<file path="config.mk">
export PLATFORM = sky130hd
export DESIGN_NAME = fp_norm_pipe
export DESIGN_NICKNAME = d
export VERILOG_FILES = /design/src/rtl/fp_pkg.sv /design/src/rtl/lead_zero_count.sv /design/src/rtl/fp_norm_pipe.sv
export SDC_FILE = /design/constraint.sdc
export NUM_CORES = 1
export LEC_CHECK = 0
export CORE_MARGIN = 4
export CORE_UTILIZATION = 45
export DETAILED_ROUTE_END_ITERATION = 8
export PLACE_DENSITY = 0.76
export SLEW_MARGIN = 20
export SYNTH_ARGS = -nofsm -noshare
export SYNTH_HDL_FRONTEND = slang
export SYNTH_SLANG_ARGS = --single-unit
</file>
<file path="constraint.sdc">
create_clock -name clk -period 9.32 [get_ports clk]
set_input_delay 1.864 -clock clk [delete_from_list [all_inputs] [get_ports clk]]
set_output_delay 1.864 -clock clk [all_outputs]
set_load 0.02 [all_outputs]
</file>
<file path="src/rtl/fp_pkg.sv">
// Shared definitions for the floating-point adder datapath: rounding-mode
// encodings, exception flag bit positions and exponent range helpers.
package fp_pkg;

    typedef enum logic [1:0] {
        RM_RNE = 2'b00,  // round to nearest, ties to even
        RM_RTZ = 2'b01,  // round toward zero
        RM_RUP = 2'b10,  // round toward +infinity
        RM_RDN = 2'b11   // round toward -infinity
    } rmode_t;

    // Bit positions inside the 4-bit flag vector {of, uf, inexact, zero}
    localparam int FLG_OF   = 3;
    localparam int FLG_UF   = 2;
    localparam int FLG_NX   = 1;
    localparam int FLG_ZERO = 0;

    // Largest biased exponent of a finite number; all ones is reserved for infinity.
    function automatic int max_finite_exp(input int ew);
        return (1 << ew) - 2;
    endfunction

endpackage

</file>
<file path="src/rtl/lead_zero_count.sv">
// Combinational leading-zero counter. cnt equals W when the input is all zero.
module lead_zero_count #(
    parameter int W = 27
) (
    input  logic [W-1:0]             din,
    output logic [$clog2(W+1)-1:0]   cnt,
    output logic                     all_zero
);

    localparam int CW = $clog2(W+1);

    // Scan from LSB upward so the highest set bit decides the count last.
    always_comb begin
        cnt = CW'(W);
        for (int i = 0; i < W; i++) begin
            if (din[i]) begin
                cnt = CW'(W - 1 - i);
            end
        end
        all_zero = (din == '0);
    end

endmodule

</file>
<file path="src/rtl/fp_norm_pipe.sv">
// Normalise-and-round stage of the floating-point adder. Three register
// stages: S1 normalises the raw sum, S2 rounds, S3 packs and checks overflow.
//
// Handshake: a beat transfers on a rising edge where in_valid & in_ready; a
// result transfers where out_valid & out_ready. The whole pipe advances
// together when adv = !out_valid | out_ready, and in_ready is exactly adv.
// While out_valid & !out_ready every stage, including the outputs, holds.
// Bubbles travel through the pipe and are not squeezed out.
module fp_norm_pipe
    import fp_pkg::*;
#(
    parameter int EW = 8,
    parameter int MW = 23
) (
    input  logic            clk,
    input  logic            rst,
    input  logic            in_valid,
    output logic            in_ready,
    input  logic [EW-1:0]   es,
    input  logic            co,
    input  logic [MW+3:0]   ms,
    input  logic            sign,
    input  logic [1:0]      rmode,
    output logic            out_valid,
    input  logic            out_ready,
    output logic [MW-1:0]   m,
    output logic [EW-1:0]   e,
    output logic            s_out,
    output logic [3:0]      flg
);

    localparam int W  = MW + 4;          // integer bit + fraction + G/R/S
    localparam int CW = $clog2(W + 1);   // leading-zero count width
    localparam int XW = EW + 2;          // signed working exponent width

    localparam logic signed [XW-1:0] EXP_ONE = XW'(1);
    localparam logic signed [XW-1:0] EXP_OF  = XW'((1 << EW) - 1);
    localparam logic [EW-1:0]        EMAX    = EW'(max_finite_exp(EW));

    logic adv;
    assign adv      = !out_valid || out_ready;
    assign in_ready = adv;

    // ------------------------------------------------------------------
    // S1: normalise
    // ------------------------------------------------------------------
    logic [CW-1:0]          lz;
    logic                   lz_zero;
    logic [W-1:0]           n1_mant;
    logic signed [XW-1:0]   n1_exp;
    logic                   n1_zero;
    logic                   n1_uf;

    lead_zero_count #(.W(W)) u_lzc (
        .din      (ms),
        .cnt      (lz),
        .all_zero (lz_zero)
    );

    // Pick carry right-shift, exact zero, or leading-zero left-shift; flush tiny results.
    always_comb begin
        n1_mant = ms << lz;
        n1_exp  = $signed({2'b00, es}) - $signed({{(XW-CW){1'b0}}, lz});
        n1_zero = 1'b0;
        n1_uf   = 1'b0;
        if (co) begin
            // The carry becomes the new integer bit; the two dropped bits fold into sticky.
            n1_mant = {1'b1, ms[W-1:2], ms[1] | ms[0]};
            n1_exp  = $signed({2'b00, es}) + EXP_ONE;
        end else if (lz_zero) begin
            n1_mant = '0;
            n1_exp  = '0;
            n1_zero = 1'b1;
        end
        // No denormals: anything below the smallest normal exponent becomes zero.
        // The mantissa is kept so S2 still reports inexact from its G/R/S bits.
        if (!n1_zero && (n1_exp < EXP_ONE)) begin
            n1_uf   = 1'b1;
            n1_zero = 1'b1;
        end
    end

    logic                   s1_v;
    logic [W-1:0]           s1_mant;
    logic signed [XW-1:0]   s1_exp;
    logic                   s1_sign;
    rmode_t                 s1_rm;
    logic                   s1_zero;
    logic                   s1_uf;

    // S1 register: loads on adv, holds on stall.
    always_ff @(posedge clk) begin
        if (rst) begin
            s1_v    <= 1'b0;
            s1_mant <= '0;
            s1_exp  <= '0;
            s1_sign <= 1'b0;
            s1_rm   <= RM_RNE;
            s1_zero <= 1'b0;
            s1_uf   <= 1'b0;
        end else if (adv) begin
            s1_v    <= in_valid;
            s1_mant <= n1_mant;
            s1_exp  <= n1_exp;
            s1_sign <= sign;
            s1_rm   <= rmode_t'(rmode);
            s1_zero <= n1_zero;
            s1_uf   <= n1_uf;
        end
    end

    // ------------------------------------------------------------------
    // S2: round
    // ------------------------------------------------------------------
    logic                   g_bit, r_bit, s_bit, lsb_bit;
    logic                   r2_nx;
    logic                   r2_inc;
    logic                   frac_co;
    logic [MW-1:0]          frac_sum;
    logic [MW-1:0]          r2_frac;
    logic signed [XW-1:0]   r2_exp;

    // Decide the increment from the rounding mode and apply it to the fraction.
    always_comb begin
        g_bit   = s1_mant[2];
        r_bit   = s1_mant[1];
        s_bit   = s1_mant[0];
        lsb_bit = s1_mant[3];
        r2_nx   = g_bit | r_bit | s_bit;
        r2_inc  = 1'b0;
        case (s1_rm)
            RM_RNE:  r2_inc = g_bit & (r_bit | s_bit | lsb_bit);
            RM_RTZ:  r2_inc = 1'b0;
            RM_RUP:  r2_inc = r2_nx & !s1_sign;
            RM_RDN:  r2_inc = r2_nx & s1_sign;
            default: r2_inc = 1'b0;
        endcase
        {frac_co, frac_sum} = {1'b0, s1_mant[W-2:3]} + (MW+1)'(r2_inc);
        // A wrapped fraction ripples through the integer bit: 1.11..1 + ulp = 10.00..0
        r2_frac = frac_sum;
        r2_exp  = s1_exp;
        if (frac_co & s1_mant[W-1]) begin
            r2_exp = s1_exp + EXP_ONE;
        end
        if (s1_zero) begin
            r2_frac = '0;
            r2_exp  = '0;
        end
    end

    logic                   s2_v;
    logic [MW-1:0]          s2_frac;
    logic signed [XW-1:0]   s2_exp;
    logic                   s2_sign;
    rmode_t                 s2_rm;
    logic                   s2_nx;
    logic                   s2_zero;
    logic                   s2_uf;

    // S2 register: loads on adv, holds on stall.
    always_ff @(posedge clk) begin
        if (rst) begin
            s2_v    <= 1'b0;
            s2_frac <= '0;
            s2_exp  <= '0;
            s2_sign <= 1'b0;
            s2_rm   <= RM_RNE;
            s2_nx   <= 1'b0;
            s2_zero <= 1'b0;
            s2_uf   <= 1'b0;
        end else if (adv) begin
            s2_v    <= s1_v;
            s2_frac <= r2_frac;
            s2_exp  <= r2_exp;
            s2_sign <= s1_sign;
            s2_rm   <= s1_rm;
            s2_nx   <= r2_nx;
            s2_zero <= s1_zero;
            s2_uf   <= s1_uf;
        end
    end

    // ------------------------------------------------------------------
    // S3: pack and overflow check
    // ------------------------------------------------------------------
    logic                   p_of;
    logic                   p_to_inf;
    logic [EW-1:0]          p_e;
    logic [MW-1:0]          p_m;
    logic [3:0]             p_flg;

    // Saturate overflow to infinity or max finite depending on mode and sign.
    always_comb begin
        p_of     = !s2_zero && (s2_exp >= EXP_OF);
        p_to_inf = (s2_rm == RM_RNE) ||
                   ((s2_rm == RM_RUP) && !s2_sign) ||
                   ((s2_rm == RM_RDN) && s2_sign);
        p_e      = s2_exp[EW-1:0];
        p_m      = s2_frac;
        p_flg    = '0;
        p_flg[FLG_UF]   = s2_uf;
        p_flg[FLG_NX]   = s2_nx;
        p_flg[FLG_ZERO] = s2_zero;
        if (p_of) begin
            p_flg[FLG_OF] = 1'b1;
            p_flg[FLG_NX] = 1'b1;
            if (p_to_inf) begin
                p_e = '1;
                p_m = '0;
            end else begin
                p_e = EMAX;
                p_m = '1;
            end
        end
    end

    // Output register: loads on adv, holds stable while the consumer stalls.
    always_ff @(posedge clk) begin
        if (rst) begin
            out_valid <= 1'b0;
            m         <= '0;
            e         <= '0;
            s_out     <= 1'b0;
            flg       <= '0;
        end else if (adv) begin
            out_valid <= s2_v;
            m         <= p_m;
            e         <= p_e;
            s_out     <= s2_sign;
            flg       <= p_flg;
        end
    end

endmodule

</file>
==> metrics.md, run 1 <==
| Metric | Value |
|---|---|
| Run status | finished, final reports clean |
| First-pass GRT wire length | 38500 um |
| CP Launch Type | primary input |
| Worst-Skew Late Latency | 410 ps |
| Syn Nets | 1040 |
| CTS root buffer | clkbuf_16 |
| Port bufs | 80 |
| Post-synthesis register bit count | 120 |
| Row cnt | 46 |
| Antenna violations before repair | 0 |
| Vias per cell | 6.17 |
| Number of remaining DRC errors | 0 |
| Post-CTS Setup Bufs | 0 |
| Leakage power total | 3.29 nW |
| Diode count | 0 |
| Register area share after synthesis | 32.5% |
| Fin nets | 1073 |
| XOR/XNOR Fraction of Synth Area | 4.86% |
| VDD IR max | 0.000141 V |
| Max cap viols | 0 |
| Boundary Pins | 81 |
| Syn-to-layout area delta | 19.9% |
| Gr usage total | 25.9% |
| Final setup violating endpoints | 0 |
| Grt total ovfl | 0 |
| TritonRoute pass-1 iters | 6 |
| Async set-reset flop share out of synthesis | 0% |
| Primary FF master, synth | dfxtp_1 |
| Fin. max-slew vios | 0 |
| Cts repair resizes | 0 |
| Clock Sinks | 120 |
| Post-synth design cell area | 7400 sq um |
| Critical path class | in -> reg |
| Largest family of logic cells by synthesized area | compound AO/OA/AOI/OAI gates |
| Area occupied by multi-input gates | 4610 sq um |
| Hold Crit Class | reg -> reg |
| Distinct cells, synth | 76 |
| Height of the chip | 136 um |
| Worst Clk Skew | 7.97 ps |
| DRT Wirelength | 23900 um |
| DP HPWL | 17000 um |
| Adder-cell share of the synthesized area | 1.79% |
| CTS Buf Count | 17 |
| Largest net degree at the start of global routing | 87 |
| Compound-Gate Fraction of Synth Area | 26.5% |
| Pwr/cell area | 174 nW/um^2 |
| Clock buffer depth | 2 |
| Crit-path max FO | 31 |
| Clock transition at path regs | 50 ps |
| Crit-path cells | clkdlybuf4s50_1 -> or4_4 -> a31o_1 -> nor2_4 -> inv_2 -> ha_1 -> a211oi_1 -> o21ai_0 -> xnor2_1 -> a22oi_4 -> o211ai_4 -> nor4_4 -> nand3_1 -> a31oi_1 |
| Chip width | 136 um |
| Die ar. | 18600 sq um |
| Worst R2R Path Depth | 13 |
| CP Data Required Time | 9650 ps |
| Total Power | 1.55 mW |
| H-tree levels | 4 |
| Max Clk Rate | 164 MHz |
| Crit path largest cell delay | 680 ps |
| Vias in the first global route | 7126 |
| Fin Setup TNS | 0 ps |
| Per-cell routed wire length | 19.2 um |
| CP arrival | 6430 ps |
| Final hold vios | 0 |
| 1st-iter DRT viols | 913 |
| Synth Instances | 987 |
| Synth Warn # | 0 |
| Initial Utilization | 46.2% |
| WHS Path Cells | 2 |
| Post-synth EDFFs | 0 |
| Slowest cell on crit path | or4_4 |
| Fraction of layout instances using a drive strength above 1 | 7.08% |
| Multiplexer area fraction after synthesis | 3.06% |
| Slew headroom | 34.0% |
| Unrepaired setup endpoints after global routing | false |
| Min Clock Period, post-route | 6100 ps |
| Crit share post-route | 65.5% |
| Routability Congestion | 1.02 |
| CORE AREA | 16000 sq um |
| Crit path capture type | flip-flop |
| Register area | 2400 sq um |
| Via count | 7700 |
| Number of antenna-violating nets in the routed design | 0 |
| Number of fill cells in the layout | 1563 |
| Post-synthesis average cell area | 7.49 sq um |
| Worst Max-Slew Pin Slew | 982 ps |
| # hold bufs at CTS | 0 |
| Post-synthesis simple-gate area fraction | 26.0% |
| CTS tree | built |
metal layers:
metal | global-route usage [%] | up-vias | wire length, um
met3 | 6.37 | 84 | 1910
met5 | 0 | - | 0
li1 | - | 3673 | -
met1 | 34.6 | 3578 | 10300
met2 | 39.2 | 365 | 10700
met4 | 12.4 | 0 | 1020
metrics by stage:
stage	instances	setup slack (ps)	hold slack, ps	cell area, sq um	util [%]
2_1_floorplan	987	4030	426	7400	-
5_1_grt	1247	2940	467	8870	55.4
6_report	1247	3220	447	8870	55.4
3_5_place_dp	1217	2850	443	8240	51.5
3_3_place_gp	1217	2930	436	8240	51.5
4_1_cts	1247	3280	450	8870	55.4
path summary, 6_finish.rpt:
kind | startpoint | end | slack (ps)
worst max-delay path | ms[23] | s1_uf$_SDFFE_PP0P_ | 3220
worst min-delay path | s_out$_SDFFE_PP0P_ | s_out$_SDFFE_PP0P_ | 450
worst min register to register | s_out$_SDFFE_PP0P_ | s_out$_SDFFE_PP0P_ | 450
worst max register to register | s1_mant[0]$_SDFFE_PP0P_ | s2_exp[9]$_SDFFE_PP0P_ | 6270
synthesized netlist by cell type (5+ instances only):
library cell,n,area (sq um)
mux2i_1,17,170
nand3_1,31,155
or3_1,5,31.3
inv_1,14,52.6
o22ai_1,5,31.3
ha_1,9,113
dfxtp_1,120,2400
nand2b_1,5,31.3
a221oi_1,13,114
a21oi_1,76,380
o21ai_0,50,250
a22oi_1,27,203
nor4_1,8,50.1
buf_2,10,50.1
or4_1,5,37.5
a211oi_1,23,173
clkbuf_1,60,225
o31ai_1,7,52.6
nor3_1,68,340
nor2_1,150,563
xor2_1,22,193
o21bai_1,5,37.5
xnor2_1,19,166
o21ai_1,7,35.0
nand4_1,12,75.1
mux2_2,5,56.3
and3_1,12,75.1
a31oi_1,9,56.3
nand2_1,91,342
o211ai_1,17,128
o221ai_1,7,61.3
buf_1,5,18.8
where the power goes:
group	leakage, nW	switching (mW)	internal (mW)
clock network	0.309	0.217	0.484
registers	0.985	0.0288	0.547
logic	1.99	0.162	0.107
total	3.29	0.408	1.14
cells by family (layout without fill, tap and decap cells):
kind of cell,Yosys count,after routing
buffers and inverters,96,140
adders and majority gates,10,10
muxes,22,22
AOI/OAI and AO/OA,288,288
DFF,120,120
xor gates and xnor gates,41,41
and+or+nand+nor,410,410
critical path: cells and delay by family:
kind,cells,cell delay (ps)
AND/OR/NAND/NOR,4,1720
buffers and inverters,2,1000
XOR/XNOR,1,170
AO/OA/AOI/OAI,6,1200
adder cells (fa/ha/maj),1,450
cell type report:
class / instances / area share, %
Inverter: 18 / 0.762
Sequential cell: 120 / 27.1
Clock inverter: 9 / 1.95
Clock buffer: 21 / 5.19
Multi-Input combinational cell: 771 / 52.0
Timing Repair Buffer: 92 / 10.0
Tap cell: 216 / 3.05
placed cells by master, fill, tap and decap left out, types with 19 or more instances in the layout:
cell and count:
a211oi_1 23, a21oi_1 76, a22oi_1 27, clkdlybuf4s50_1 79, dfxtp_1 120, nand2_1 91
nand3_1 31, nor2_1 150, nor3_1 68, o21ai_0 50, xnor2_1 19, xor2_1 22
state kept, by name, summed over array words and instances (netlist names), 2 cells and up:
register and count:
s1_exp 10, flg 4, s2_frac 23, s1_mant 27, s2_exp 10, s2_rm 2
e 8, s1_rm 2, m 23
Note: power is estimated with default switching activity, not from simulation.
==> inputs of run 2 (changes only) <==
clock period = 6.1 ns   (was 9.32 ns; I/O delays follow)
==> run 2 against run 1 <==
  * Clock skew decreased by 1.0 ps
  * Critical endpoint is now s1_zero$_SDFFE_PP0P_
  * Clock-buffer cell count unchanged
  * Largest power group unchanged
  * Largest cell class unchanged
  * Worst hold slack improved by 0.61 ps
  * Cell area increased by 0.59%
==> metrics.md, run 2 (same netlist as run 1, synthesis figures left out) <==
| Metric | Value |
|---|---|
| 1st-iter DRT viols | 961 (+5.3%) |
| Internal power | 1.71 mW (+50%) |
| H-tree levels | 4 (unchanged) |
| Fin Setup TNS | 0 ps (unchanged) |
| Most common cell after layout, fill and taps aside | nor2_1 |
| Number of remaining DRC errors | 0 (unchanged) |
| Worst-Skew Late Latency | 410 ps (about the same) |
| Dpl ws | 909 ps (-1950 ps) |
| Number of antenna-violating nets in the routed design | 0 (unchanged) |
| Row cnt | 46 (unchanged) |
| DRT Wirelength | 23100 um (-3.1%) |
| Vias in the first global route | 7059 (-0.94%) |
| Total Power | 2.33 mW (+51%) |
| Routed wl met3 | 1700 um (-11%) |
| Final hold vios | 0 (unchanged) |
| Hold Crit Class | reg -> reg |
| Max cap viols | 0 (unchanged) |
| Crit-path max FO | 13 (-58%) |
| Largest net degree at the start of global routing | 82 (-5.7%) |
| Final WS setup | 1270 ps (-1940 ps) |
| Boundary Pins | 81 (unchanged) |
| Worst Clk Skew | 6.93 ps (-1.04 ps) |
| Gr usage total | 25.1% (-0.84 points) |
| Biggest regs | s1_mant (27), m (23), s2_frac (23) |
| CP Launch Type | primary input |
| Via count | 7632 (-0.88%) |
| Clock transition at path regs | 50 ps (about the same) |
| Final setup violating endpoints | 0 (unchanged) |
| Area occupied by multi-input gates | 4610 sq um (unchanged) |
| CTS root buffer | clkbuf_16 |
| CP arrival | 5160 ps (-1270 ps) |
| Power share of the clock group | 44.5% (-0.8 points) |
| Net Sw Power | 0.619 mW (+52%) |
| Unrepaired setup endpoints after global routing | false |
| Antenna violations before repair | 0 (unchanged) |
| CTS tree | built |
| DP HPWL | 16900 um (-0.79%) |
| Sw frac | 26.6% (+0.21 points) |
| Worst Max-Slew Pin Slew | 893 ps (-88.9 ps) |
| Pwr/cell area | 261 nW/um^2 (+50%) |
| Wl on met1 | 10100 um (-1.5%) |
| CTS Buf Count | 17 (unchanged) |
| Die ar. | 18600 sq um (unchanged) |
| Register area | 2400 sq um (unchanged) |
| Combinational fraction of design power | 17.8% (+0.4 points) |
| Run status | finished, final reports clean |
| # hold bufs at CTS | 0 (unchanged) |
| Grt total ovfl | 0 (unchanged) |
| Most frequent cells in the layout | 150 x nor2_1, 120 x dfxtp_1, 91 x nand2_1, 79 x clkdlybuf4s50_1, 76 x a21oi_1 |
| Post-CTS Setup Bufs | 0 (unchanged) |
| CORE AREA | 16000 sq um (unchanged) |
| Number of fill cells in the layout | 1547 (-1.0%) |
| First-pass GRT wire length | 37300 um (-3.0%) |
| Max reg flops | 27 (unchanged) |
| Top routing layer in use | met4 |
| Finished Cell Area | 8920 sq um (+0.59%) |
| Chip width | 136 um (unchanged) |
| WHS | 448 ps (+0.610 ps) |
| Fin nets | 1082 (+0.84%) |
| Clock Sinks | 120 (unchanged) |
| Fraction of layout instances using a drive strength above 1 | 7.98% (+0.90 points) |
| Height of the chip | 136 um (unchanged) |
| Syn-to-layout area delta | 20.7% |
| Cts repair resizes | 0 (unchanged) |
| Met2 wire length | 10300 um (-3.1%) |
| Leakage power total | 3.33 nW (+1.2%) |
| CP Data Required Time | 6430 ps (-3220 ps) |
| Routability Congestion | 1.07 (+5.1%) |
| Sequential Power Share | 37.7% (+0.5 points) |
| Clock buffer depth | 2 (unchanged) |
| Critical path class | in -> reg |
| Crit path capture type | flip-flop |
| TritonRoute pass-1 iters | 6 (unchanged) |
| Vias per cell | 6.08 (-1.6%) |
| Min Clock Period, post-route | 4830 ps |
| Max Clk Rate | 207 MHz |
| Slew headroom | 40.3% (+6.2 points) |
| VDD IR max | 0.000189 V (+34%) |
| Largest Register | s1_mant |
| DP Area | 8310 sq um (+0.82%) |
| Per-cell routed wire length | 18.4 um (-3.8%) |
| Port bufs | 80 (unchanged) |
| Initial Utilization | 46.2% (unchanged) |
| Diode count | 0 (unchanged) |
| Crit share post-route | 79.1% |
| Fin. max-slew vios | 0 (unchanged) |
run 2: cell count changes in the layout (fill, tap and decap cells not counted):
cell | before | now
buf_4 | 13 | 22
bufinv_16 | 5 | 4
clkinv_2 | 3 | 4
clkbuf_8 | 2 | 3
clkbuf_1 | 2 | 1
run 2: power groups by stage:
stage / sequential, mW / clock, mW / combinational (mW)
global placement: 0.892 / 0 / 0.409
CTS: 0.877 / 1.05 / 0.409
detailed placement: 0.893 / 0 / 0.406
global route: 0.884 / 1.08 / 0.449
finish: 0.878 / 1.04 / 0.415
floorplan: 0.896 / 0 / 0.251
run 2: per-stage QoR:
stage | utilization (%) | cells
2_1_floorplan | - | 987
3_3_place_gp | 51.9 | 1226
3_5_place_dp | 51.9 | 1226
4_1_cts | 55.8 | 1256
5_1_grt | 55.8 | 1256
6_report | 55.8 | 1256
run 2: metal layers:
layer	global-route usage (%)	vias to the layer above
li1	-	3680
met1	33.3	3473
met2	39.7	398
met3	4.37	81
met4	11.6	0
met5	0	-
run 2: final timing paths:
check | slack, ps | end | depth (start not counted) | start
setup reg to reg | 3030 | s2_exp[5]$_SDFFE_PP0P_ | 13 | s1_mant[0]$_SDFFE_PP0P_
setup / recovery | 1270 | s1_zero$_SDFFE_PP0P_ | 16 | ms[26]
hold reg to reg | 450 | s_out$_SDFFE_PP0P_ | 2 | s_out$_SDFFE_PP0P_
hold / removal | 450 | s_out$_SDFFE_PP0P_ | 2 | s_out$_SDFFE_PP0P_
run 2: final cells by class:
type / count / share of cell area [%]
Sequential cell: 120 / 26.9
Timing Repair Buffer: 101 / 10.7
Clock inverter: 9 / 1.65
Tap cell: 216 / 3.03
Clock buffer: 21 / 5.27
Multi-Input combinational cell: 771 / 51.7
Inverter: 18 / 0.757
run 2: critical path: stages:
cell,delay [ps]
clkdlybuf4s50_1,650
nor2_1,340
and3_1,400
o21ai_1,110
buf_4,190
nand2_1,130
inv_2,70
fa_1,440
a211oi_1,310
o21ai_0,160
xnor2_1,180
a22oi_4,240
o211ai_4,110
nor4_4,300
a211oi_1,110
nor3_1,190
==> inputs of run 3 (changes only) <==
clock period = 4.5 ns   (was 6.1 ns; I/O delays follow)
==> run 3 against run 2 <==
  * Non-clock buffer count grew 47
  * Routed wire length shrank 0.11%
  * Register-to-register slack lost 1500 ps
  * Utilization grew 1.9 points
  * Sequential power grew 36%
  * First-iteration DRC count shrank 23%
  * Sequential cell count is the same
  * Critical path type unchanged
  * Critical endpoint is now s1_uf$_SDFFE_PP0P_
  * Highest routed layer unchanged
==> metrics.md, run 3 (same netlist as run 1, synthesis figures left out) <==
| Metric | Value |
|---|---|
| Run status | finished, final reports clean |
| Crit-path cells | clkdlybuf4s50_1 -> and2b_1 -> nor3_1 -> o211a_1 -> a21oi_2 -> inv_2 -> ha_1 -> inv_1 -> fa_1 -> a211oi_1 -> o21ai_0 -> xnor2_1 -> a22oi_4 -> o211ai_4 -> nor4_4 -> nand3_1 -> a31oi_1 |
| Global-route track usage on met1 | 33.8% (+0.53 points) |
| Worst Max-Slew Pin Slew | 822 ps (-70.8 ps) |
| 1st-iter DRT viols | 743 (-23%) |
| Final hold vios | 0 (unchanged) |
| CTS tree | built |
| Syn-to-layout area delta | 24.8% |
| H-tree levels | 4 (unchanged) |
| Unrepaired setup endpoints after global routing | false |
| Diode count | 0 (unchanged) |
| Die ar. | 18600 sq um (unchanged) |
| Fraction of layout instances using a drive strength above 1 | 11.7% (+3.7 points) |
| DRT Wirelength | 23100 um (-0.11%) |
| Max Clk Rate | 244 MHz |
| Fin nets | 1129 (+4.3%) |
| CP Data Required Time | 4840 ps (-1590 ps) |
| WHS | 449 ps (+0.989 ps) |
| Max reg flops | 27 (unchanged) |
| Worst R2R Path Depth | 13 (unchanged) |
| Gr busiest metal | met2 |
| DP Area | 8670 sq um (+4.4%) |
| CP arrival | 4430 ps (-730 ps) |
| Hold Crit Class | reg -> reg |
| Met2 GRT Util | 40.1% (+0.41 points) |
| Reg2reg setup slack | 1480 ps (-1550 ps) |
| Most common cell after layout, fill and taps aside | nor2_1 |
| Most frequent cells in the layout | 150 x nor2_1, 120 x dfxtp_1, 91 x nand2_1, 79 x clkdlybuf4s50_1, 76 x a21oi_1 |
| Met3 Resource Use GR | 5.14% (+0.78 points) |
| Worst-Skew Late Latency | 410 ps (about the same) |
| Max cap viols | 0 (unchanged) |
| Combinational fraction of design power | 19.2% (+1.4 points) |
| Gr usage total | 25.3% (+0.26 points) |
| Clock Sinks | 120 (unchanged) |
| Boundary Pins | 81 (unchanged) |
| Pwr/cell area | 329 nW/um^2 (+26%) |
| Crit-path max FO | 6 (-7) |
| Power share of the clock group | 41.5% (-3.0 points) |
| Biggest regs | s1_mant (27), m (23), s2_frac (23) |
| Initial Utilization | 46.2% (unchanged) |
| CORE AREA | 16000 sq um (unchanged) |
| Crit path capture type | flip-flop |
| Net Sw Power | 0.820 mW (+32%) |
| CP Launch Type | primary input |
| Final setup violating endpoints | 0 (unchanged) |
| Critical hold path startpoint | s_out$_SDFFE_PP0P_ |
| DP HPWL | 17100 um (+1.4%) |
| Finished Cell Area | 9230 sq um (+3.4%) |
| Clock transition at path regs | 50 ps (about the same) |
| Per-cell routed wire length | 17.8 um (-3.6%) |
| # hold bufs at CTS | 0 (unchanged) |
| Crit path largest cell delay | 560 ps (-90 ps) |
| Slew headroom | 45.0% (+4.7 points) |
| Critical R2R Launch | s1_mant[0]$_SDFFE_PP0P_ |
| Sw frac | 27.0% (+0.45 points) |
| Post-CTS Setup Bufs | 0 (unchanged) |
| Cts repair resizes | 0 (unchanged) |
| CTS root buffer | clkbuf_16 |
| Via count | 7826 (+2.5%) |
| First-pass GRT wire length | 37900 um (+1.6%) |
| Largest net degree at the start of global routing | 103 (+26%) |
| Largest Register | s1_mant |
| Number of remaining DRC errors | 0 (unchanged) |
| RR Endpoint | s2_exp[9]$_SDFFE_PP0P_ |
| Hold EP | s_out$_SDFFE_PP0P_ |
| Vias per cell | 6.02 (-1.0%) |
| Port bufs | 80 (unchanged) |
| Dpl ws | 0.873 ps (-908 ps) |
| CTS Buf Count | 17 (unchanged) |
| Grt total ovfl | 0 (unchanged) |
| Height of the chip | 136 um (unchanged) |
| Final WS setup | 405 ps (-869 ps) |
| Number of antenna-violating nets in the routed design | 0 (unchanged) |
| Sequential Power Share | 39.3% (+1.6 points) |
| Row cnt | 46 (unchanged) |
| Vias in the first global route | 7279 (+3.1%) |
| WHS Path Cells | 2 (unchanged) |
| Chip width | 136 um (unchanged) |
| Slowest cell on crit path | clkdlybuf4s50_1 |
| Fin. max-slew vios | 0 (unchanged) |
| Routability Congestion | 1.01 (-6.0%) |
| Worst Clk Skew | 6.41 ps (-0.518 ps) |
| Min Clock Period, post-route | 4100 ps |
| Critical path class | in -> reg |
| Fin Setup TNS | 0 ps (unchanged) |
| Clock buffer depth | 2 (unchanged) |
| VDD IR max | 0.000267 V (+41%) |
| TritonRoute pass-1 iters | 6 (unchanged) |
| Antenna violations before repair | 0 (unchanged) |
| Leakage power total | 3.53 nW (+6.2%) |
| Internal power | 2.21 mW (+29%) |
| Crit share post-route | 91.0% |
==> run 3: cell types whose count changed in the layout (fill, tap and decap cells not counted), sizes merged <==
cell	previous run	this run
clkinvlp	1	0
clkbuf	21	25
buf	22	69
bufinv	4	1
clkinv	5	3
==> run 3: metrics by stage <==
step                      util [%]  std cells  power, mW
final                         57.7       1301       3.03
after detailed placement      54.2       1273       1.78
after global placement        54.2       1273       1.77
after floorplan                  -        987       1.55
after global routing          57.7       1301       3.16
after CTS                     57.7       1301       3.04
==> run 3: worst max path at each step <==
stage / startpoint / endpoint / slack, ps / depth (start not counted)
global route: ms[18] / s1_zero$_SDFFE_PP0P_ / 140 / 15
CTS: ms[25] / s1_zero$_SDFFE_PP0P_ / 420 / 17
detailed placement: ms[25] / s1_zero$_SDFFE_PP0P_ / 0.9 / 17
global placement: ms[25] / s1_zero$_SDFFE_PP0P_ / 160 / 17
floorplan: ms[23] / s1_zero$_SDFFE_PP0P_ / 170 / 18
finish: ms[25] / s1_uf$_SDFFE_PP0P_ / 400 / 17
==> run 3: final cells by class <==
type                    instances  area [sq um]
clock inverters                 3          40.0
inverters                      18          67.6
well taps                     216           270
repair buffers                148          1320
flip-flops and latches        120          2400
multi-input cells             771          4610
fillers                      1537          6770
clock buffers                  25           515
==> run 3: power by group through the flow <==
stage          registers (mW)  logic, mW  clock network [mW]
2_1_floorplan            1.21      0.340                   0
3_3_place_gp             1.21      0.566                   0
3_5_place_dp             1.21      0.571                   0
4_1_cts                  1.19      0.574                1.28
5_1_grt                  1.20      0.633                1.33
6_report                 1.19      0.583                1.26
==> run 3: critical path, delay by kind of cell <==
| kind | cells | cell delay, ps |
|---|---|---|
| compound gates | 7 | 1260 |
| simple gates | 4 | 830 |
| buf+inv | 3 | 680 |
| fa+ha+maj | 2 | 560 |
| xor+xnor | 1 | 180 |
==> run 3: routing by layer <==
| metal | wire [um] | share of wire, % |
|---|---|---|
| met4 | 742 | 3.2 |
| met3 | 2020 | 8.7 |
| met1 | 9780 | 42 |
| met2 | 10600 | 46 |
| met5 | 0 | 0 |
